### config.mk
export PLATFORM = sky130hd
export DESIGN_NAME = fifo_drain_ctrl_flat
export DESIGN_NICKNAME = d
export VERILOG_FILES = /design/src/rtl/fifo_pkg.sv /design/src/rtl/fifo_drain_ctrl_if.sv /design/src/rtl/skid_buf.sv /design/src/rtl/fifo_drain_ctrl.sv /design/src/flat_wrapper.sv
export SDC_FILE = /design/constraint.sdc
export NUM_CORES = 1
export LEC_CHECK = 0
export ABC_AREA = 1
export CAP_MARGIN = 30
export CORE_UTILIZATION = 58
export DETAILED_ROUTE_END_ITERATION = 8
export GPL_ROUTABILITY_DRIVEN = 0
export PLACE_DENSITY_LB_ADDON = 0.25
export SLEW_MARGIN = 20
export SYNTH_ARGS = -nofsm -noshare
export SYNTH_HDL_FRONTEND = slang
export SYNTH_SLANG_ARGS = --single-unit
### constraint.sdc
create_clock -name clk -period 2.5 [get_ports clk]
set_input_delay 0.5 -clock clk [delete_from_list [all_inputs] [get_ports clk]]
set_output_delay 0.5 -clock clk [all_outputs]
set_load 0.02 [all_outputs]
### src/rtl/fifo_pkg.sv
// Shared defaults and FSM encoding for the FIFO read-side (drain) controller.
package fifo_pkg;

    localparam int DATA_BITS  = 10;
    localparam int ADDR_BITS  = 3;
    localparam int DEPTH      = 1 << ADDR_BITS;
    localparam int SKID_DEPTH = 4;

    typedef enum logic [1:0] {
        IDLE  = 2'd0,
        FETCH = 2'd1,
        STALL = 2'd2,
        ERR   = 2'd3
    } drain_state_e;

endpackage

### src/rtl/fifo_drain_ctrl_if.sv
// Downstream valid/ready word stream leaving the drain controller.
interface fifo_drain_ctrl_if #(
    parameter int DATA_BITS = fifo_pkg::DATA_BITS
);

    logic [DATA_BITS-1:0] out_data;
    logic                 out_valid;
    logic                 out_ready;

    modport master (
        output out_data,
        output out_valid,
        input  out_ready
    );

    modport slave (
        input  out_data,
        input  out_valid,
        output out_ready
    );

endinterface

### src/rtl/skid_buf.sv
// Small circular skid buffer: push at the tail, pop from the head, wrapping pointers.
module skid_buf #(
    parameter int DATA_BITS  = 10,
    parameter int SKID_DEPTH = 4,
    localparam int PTR_BITS  = $clog2(SKID_DEPTH),
    localparam int CNT_BITS  = PTR_BITS + 1
) (
    input  logic                 clk,
    input  logic                 reset,
    input  logic                 push,
    input  logic [DATA_BITS-1:0] push_data,
    input  logic                 pop,
    output logic [DATA_BITS-1:0] head_data,
    output logic [CNT_BITS-1:0]  count
);

    logic [DATA_BITS-1:0] mem [SKID_DEPTH];
    logic [PTR_BITS-1:0]  rd_ptr;
    logic [PTR_BITS-1:0]  wr_ptr;
    logic                 do_push;
    logic                 do_pop;

    assign do_pop    = pop & (count != '0);
    assign do_push   = push & ((count != CNT_BITS'(SKID_DEPTH)) | do_pop);
    assign head_data = mem[rd_ptr];

    // NOTE: storage carries no reset; an empty buffer is defined by count, and
    // the consumer masks head_data whenever count is zero.
    always_ff @(posedge clk) begin
        if (do_push) begin
            mem[wr_ptr] <= push_data;
        end
    end

    // NOTE: state registers use non-blocking assignments so every flop samples
    // pre-edge values regardless of process evaluation order.
    always_ff @(posedge clk) begin
        if (reset) begin
            rd_ptr <= '0;
            wr_ptr <= '0;
            count  <= '0;
        end else begin
            if (do_push) begin
                wr_ptr <= wr_ptr + PTR_BITS'(1);
            end
            if (do_pop) begin
                rd_ptr <= rd_ptr + PTR_BITS'(1);
            end
            case ({do_push, do_pop})
                2'b10:   count <= count + CNT_BITS'(1);
                2'b01:   count <= count - CNT_BITS'(1);
                default: count <= count;
            endcase
        end
    end

endmodule

### src/rtl/fifo_drain_ctrl.sv
// Read-side FIFO controller: issues reads, buffers returning words, mirrors
// occupancy, throttles the writer with hysteresis and latches protocol errors.
module fifo_drain_ctrl #(
    parameter int DATA_BITS  = fifo_pkg::DATA_BITS,
    parameter int ADDR_BITS  = fifo_pkg::ADDR_BITS,
    parameter int SKID_DEPTH = fifo_pkg::SKID_DEPTH
) (
    input  logic                 clk,
    input  logic                 reset,
    input  logic [ADDR_BITS-1:0] high_limit,
    input  logic [ADDR_BITS-1:0] low_limit,
    input  logic                 fifo_write,
    input  logic                 fifo_full,
    input  logic                 fifo_empty,
    input  logic                 fifo_error,
    input  logic [DATA_BITS-1:0] fifo_data_out,
    output logic                 fifo_read,
    output logic                 pause_write,
    output logic [ADDR_BITS:0]   occupancy,
    output logic                 error_out,
    fifo_drain_ctrl_if.master    out_if
);

    import fifo_pkg::*;

    localparam int CNT_BITS   = $clog2(SKID_DEPTH) + 1;
    localparam int OCC_BITS   = ADDR_BITS + 1;
    localparam int FIFO_DEPTH = 1 << ADDR_BITS;

    drain_state_e         state;
    drain_state_e         state_next;
    logic                 rd_pending;
    logic                 read_next;
    logic [OCC_BITS-1:0]  occ_next;
    logic [CNT_BITS-1:0]  buf_cnt;
    logic [CNT_BITS:0]    used;
    logic [DATA_BITS-1:0] head_data;
    logic                 wr_acc;
    logic                 rd_acc;
    logic                 has_credit;
    logic                 avail;
    logic                 err_now;
    logic                 pop;

    assign wr_acc = fifo_write & ~fifo_full;
    assign rd_acc = fifo_read & ~fifo_empty;

    // Reads already issued or returning still need a slot, so they count against credit.
    assign used       = {1'b0, buf_cnt} + (CNT_BITS+1)'(fifo_read) + (CNT_BITS+1)'(rd_pending);
    assign has_credit = used < (CNT_BITS+1)'(SKID_DEPTH);
    assign avail      = occupancy > OCC_BITS'(fifo_read);

    assign err_now = fifo_error
                   | ((occupancy == '0) & ~fifo_empty)
                   | ((occupancy == OCC_BITS'(FIFO_DEPTH)) & ~fifo_full);

    assign out_if.out_valid = (buf_cnt != '0);
    assign out_if.out_data  = out_if.out_valid ? head_data : '0;
    assign pop              = out_if.out_valid & out_if.out_ready;

    skid_buf #(
        .DATA_BITS  (DATA_BITS),
        .SKID_DEPTH (SKID_DEPTH)
    ) u_skid (
        .clk       (clk),
        .reset     (reset),
        .push      (rd_pending),
        .push_data (fifo_data_out),
        .pop       (pop),
        .head_data (head_data),
        .count     (buf_cnt)
    );

    // NOTE: every signal written here gets its default first, so no path can
    // leave it unassigned and infer a latch.
    always_comb begin
        occ_next = occupancy;
        if (wr_acc && !rd_acc && occupancy != OCC_BITS'(FIFO_DEPTH)) begin
            occ_next = occupancy + OCC_BITS'(1);
        end else if (rd_acc && !wr_acc && occupancy != '0) begin
            occ_next = occupancy - OCC_BITS'(1);
        end
    end

    always_comb begin
        state_next = state;
        unique case (state)
            IDLE:    if (!fifo_empty) state_next = FETCH;
            FETCH: begin
                if (!has_credit) begin
                    state_next = STALL;
                end else if (fifo_empty && !fifo_read) begin
                    state_next = IDLE;
                end
            end
            STALL:   if (has_credit) state_next = FETCH;
            ERR:     state_next = ERR;
            default: state_next = ERR;
        endcase
        if (err_now) begin
            state_next = ERR;
        end
        // Gating on the next state lets the first read leave IDLE without a dead cycle.
        read_next = (state_next == FETCH) & ~fifo_empty & avail & has_credit;
    end

    always_ff @(posedge clk) begin
        if (reset) begin
            state       <= IDLE;
            fifo_read   <= 1'b0;
            rd_pending  <= 1'b0;
            occupancy   <= '0;
            pause_write <= 1'b0;
            error_out   <= 1'b0;
        end else begin
            state      <= state_next;
            fifo_read  <= read_next;
            rd_pending <= rd_acc;
            occupancy  <= occ_next;
            error_out  <= error_out | err_now;
            if (occupancy >= {1'b0, high_limit}) begin
                pause_write <= 1'b1;
            end else if (occupancy <= {1'b0, low_limit}) begin
                pause_write <= 1'b0;
            end
        end
    end

endmodule
### src/flat_wrapper.sv
// flat-port wrapper written by rule: the top's interface ports become plain ports
module fifo_drain_ctrl_flat import fifo_pkg::*;
#(
    parameter int DATA_BITS  = fifo_pkg::DATA_BITS,
    parameter int ADDR_BITS  = fifo_pkg::ADDR_BITS,
    parameter int SKID_DEPTH = fifo_pkg::SKID_DEPTH
)
  (clk, reset, high_limit, low_limit, fifo_write, fifo_full, fifo_empty, fifo_error, fifo_data_out, fifo_read, pause_write, occupancy, error_out, out_if_out_data, out_if_out_valid, out_if_out_ready);
  fifo_drain_ctrl_if #(.DATA_BITS(DATA_BITS)) out_if_i ();
  input  logic clk;
  input  logic reset;
  input  logic [ADDR_BITS-1:0] high_limit;
  input  logic [ADDR_BITS-1:0] low_limit;
  input  logic fifo_write;
  input  logic fifo_full;
  input  logic fifo_empty;
  input  logic fifo_error;
  input  logic [DATA_BITS-1:0] fifo_data_out;
  output logic fifo_read;
  output logic pause_write;
  output logic [ADDR_BITS:0] occupancy;
  output logic error_out;
  output wire logic [$bits(out_if_i.out_data)-1:0] out_if_out_data;
  output wire logic [$bits(out_if_i.out_valid)-1:0] out_if_out_valid;
  input wire logic [$bits(out_if_i.out_ready)-1:0] out_if_out_ready;
  assign out_if_out_data = out_if_i.out_data;
  assign out_if_out_valid = out_if_i.out_valid;
  assign out_if_i.out_ready = out_if_out_ready;
  fifo_drain_ctrl #(.DATA_BITS(DATA_BITS), .ADDR_BITS(ADDR_BITS), .SKID_DEPTH(SKID_DEPTH)) u_core (.clk(clk), .reset(reset), .high_limit(high_limit), .low_limit(low_limit), .fifo_write(fifo_write), .fifo_full(fifo_full), .fifo_empty(fifo_empty), .fifo_error(fifo_error), .fifo_data_out(fifo_data_out), .fifo_read(fifo_read), .pause_write(pause_write), .occupancy(occupancy), .error_out(error_out), .out_if(out_if_i));
endmodule
==> flow_summary.yaml <==
setup_path:
  worst-path-max-fanout: 21
  worstPathRequired_ps: 2000
  worst-path-buf-inv: 4
  crit_chain: "buf_6 > inv_1 > buf_4 > o21ai_0 > a21oi_1 > dlygate4sd2_1"
  max_stage_delay_ps: 340
  critPathArrivalTime_ps: 1720
  worst_path_max_delay_cell: "dfxtp_1"
  cp-end-kind: "output port"
  critical_path.top_delay_family: "buffers and inverters"
  critical_path_class: "reg2out"
  r2r_slack_ps: 600
  worstSetupStartpointType: "register"
final_layout:
  diodes: 0
  syn_to_final_growth_pct: 25.42
  nets: 377
  drive_gt1_frac: 0.1224
die:
  die_area_mm2: 0.005050
  row_count: 24
  dieHeight_um: 71.06
  io-pin-count: 41
  initial_core_util: 0.6183
  core_mm2: 0.004474
  die_x_um: 71.06
synthesis:
  avgSynthCellArea_um2: 9.707
  synth-edff-count: 40
  synth_commonest_cells: "64 x nor2_1, 40 x edfxtp_1, 27 x inv_1, 27 x o21ai_0"
  synth_ff_type: "edfxtp_1"
  synthCells: 285
  ys_warn_count: 0
  yosysUniqueCellTypes: 30
  syn_area_mm2: 0.002766
  synth_top_area_frac: 0.4342
  async_flop_share: 0
  ys_ff_latch: 59
  synth_most_common_cell: "nor2_1"
  yosys-top-cells-area: "edfxtp_1 43%, dfxtp_1 14%, nor2_1 8.7%"
  ys_seq_area_frac: 0.5717
  synth_nets: 324
  yosysTopAreaCell: "edfxtp_1"
clock_tree:
  insertion_delay_ps: 330
  post-cts-setup-buffers: 0
  clock-sinks: 59
  cts_buffer_depth: 2
  htreeDepth: 3
  numCtsBuffers: 9
  cts_hold_buffers: 0
  root_buffer: "clkbuf_8"
  clkSlewWorstSetupHoldPaths_ps: 60
  tritoncts: "done"
timing:
  max_freq_ghz: 0.4501
  worst_pin_slew_ps: 414.1
  fin_crit_ps: 2222
  tns_ps: 0
  rsz0062_at_grt: "false"
  setup_viol: 0
  whs_ps: 460.7
  relSlewSlack: 0.7210
  fin_worst_skew_ps: 4.488
  slew_viol_final: 0
  worst_slack_ps: 278.5
  layout_worst_path_cycle_share: 0.8886
  final_hold_viol_count: 0
grt:
  grt_pass1_wl_um: 9039
  grtUsageMet1: 0.3120
  grt_use_met2: 0.3793
  grt_max_degree: 22
  grt_pass1_vias: 2010
  grt_busiest_layer: "met2"
  track_usage: 0.2402
  grt_overflow_total: 0
  antenna_found_initial: 0
  globalRouteMet3Util: 0.04843
drt:
  drc: 2
  first_pass_iters: 6
  drtAntennaViolNets: 0
  drtIter0Drc: 239
  totalWireLength_um: 5404
  avgViaCountPerCell: 5.322
  vias: 2102
  wl_per_cell_um: 13.68
power:
  power_density_mw_per_mm2: 877.1
  vdd_ir_drop_max_mv: 0.8247
  cellLeakagePower_nw: 1.517
placement:
  dp_hpwl_um: 3632
  port_buffers: 40
  dp_slack_ps: 37.55
run_status:
  outcome: "finished with violations"
  failed_checks: "design-rule violations"
run:
  max_cap_viol_count: 0
min_path:
  min-delay-path-class: "reg2reg"
==> path summary, 6_finish.rpt <==
| check | from | endpoint | depth (start not counted) |
|---|---|---|---|
| setup reg to reg | u_core.occupancy[1] | u_core.occupancy[3] | 12 |
| hold reg to reg | u_core.u_skid.rd_ptr[1] | register | 2 |
| hold / removal | u_core.u_skid.rd_ptr[1] | register | 2 |
| setup / recovery | register | out_if_out_data[9] | 6 |
==> per-stage QoR <==
stage | instances | instance area [um2] | utilization | power (W)
floorplan | 285 | 2766 | - | 0.001834
global placement | 379 | 3259 | 0.7285 | 0.002246
detailed placement | 379 | 3259 | 0.7285 | 0.002273
CTS | 395 | 3447 | 0.7704 | 0.003086
global route | 395 | 3470 | 0.7754 | 0.003211
finish | 395 | 3470 | 0.7754 | 0.003043
==> state kept, by name (all words and copies together), names as in the netlist, named ones only <==
signal                count
u_core.occupancy          4
u_core.rd_pending         1
u_core.u_skid.count       3
u_core.error_out          1
u_core.pause_write        1
u_core.u_skid.wr_ptr      2
u_core.fifo_read          1
u_core.state              2
u_core.u_skid.mem        40
u_core.u_skid.rd_ptr      2
==> routing by layer <==
layer  routed length, um  share of wire
met5                   0              0
met4                  80          0.015
met3                 287          0.053
met2                2539           0.47
met1                2496           0.46
==> what timing repair did <==
item,4_1_cts,5_1_grt
setup endpoints to repair,10,9
cloned,0,0
resized for setup,4,9
==> kinds of logic after synthesis <==
logic type,synth area share
AND/OR/NAND/NOR,0.1904
flip-flops,0.5717
AO/OA/AOI/OAI,0.1018
buffers and inverters,0.05518
adder cells (fa/ha/maj),0.07779
XOR/XNOR,0.003167
==> power by group <==
part | internal, W | total, W | switching, W | leakage, nW
registers | 0.00110 | 0.00115 | 0.0000496 | 0.516
clock network | 0.000446 | 0.000799 | 0.000353 | 0.0915
logic | 0.000436 | 0.00110 | 0.000662 | 0.910
total | 0.00198 | 0.00304 | 0.00106 | 1.52
==> cell type report <==
cell class / instances / area (um2)
Sequential cell: 59 / 1582
Inverter: 32 / 122.6
Tap cell: 52 / 65.06
Timing Repair Buffer: 48 / 485.5
Clock inverter: 7 / 58.81
Multi-Input combinational cell: 188 / 1032
Fill cell: 313 / 1005
Clock buffer: 9 / 123.9
==> tightest hold or removal path: stages (launching register included) <==
cell and delay [ps]:
dfxtp_1 300, inv_1 50, a21oi_1 60
==> placed cells by master, fill, tap and decap left out, types with 2 or more instances in the layout <==
cell type | synthesis | routed
nand3_1 | 9 | 9
clkinv_2 | 0 | 4
clkdlybuf4s50_1 | 0 | 30
clkinv_1 | 2 | 3
inv_2 | 3 | 3
dlymetal6s2s_1 | 0 | 9
nand3_2 | 2 | 2
edfxtp_1 | 40 | 40
dfxtp_1 | 19 | 19
nand2_2 | 3 | 3
nand2_4 | 2 | 2
ha_1 | 14 | 14
nor2_1 | 64 | 64
nand2_1 | 23 | 23
clkbuf_8 | 0 | 9
nand4_1 | 2 | 2
fa_1 | 2 | 2
o21ai_0 | 27 | 27
o21ai_1 | 3 | 3
inv_1 | 27 | 27
nor2_2 | 5 | 5
a21oi_1 | 23 | 23
buf_4 | 0 | 7
No activity file was read; power rests on OpenSTA's default activity.
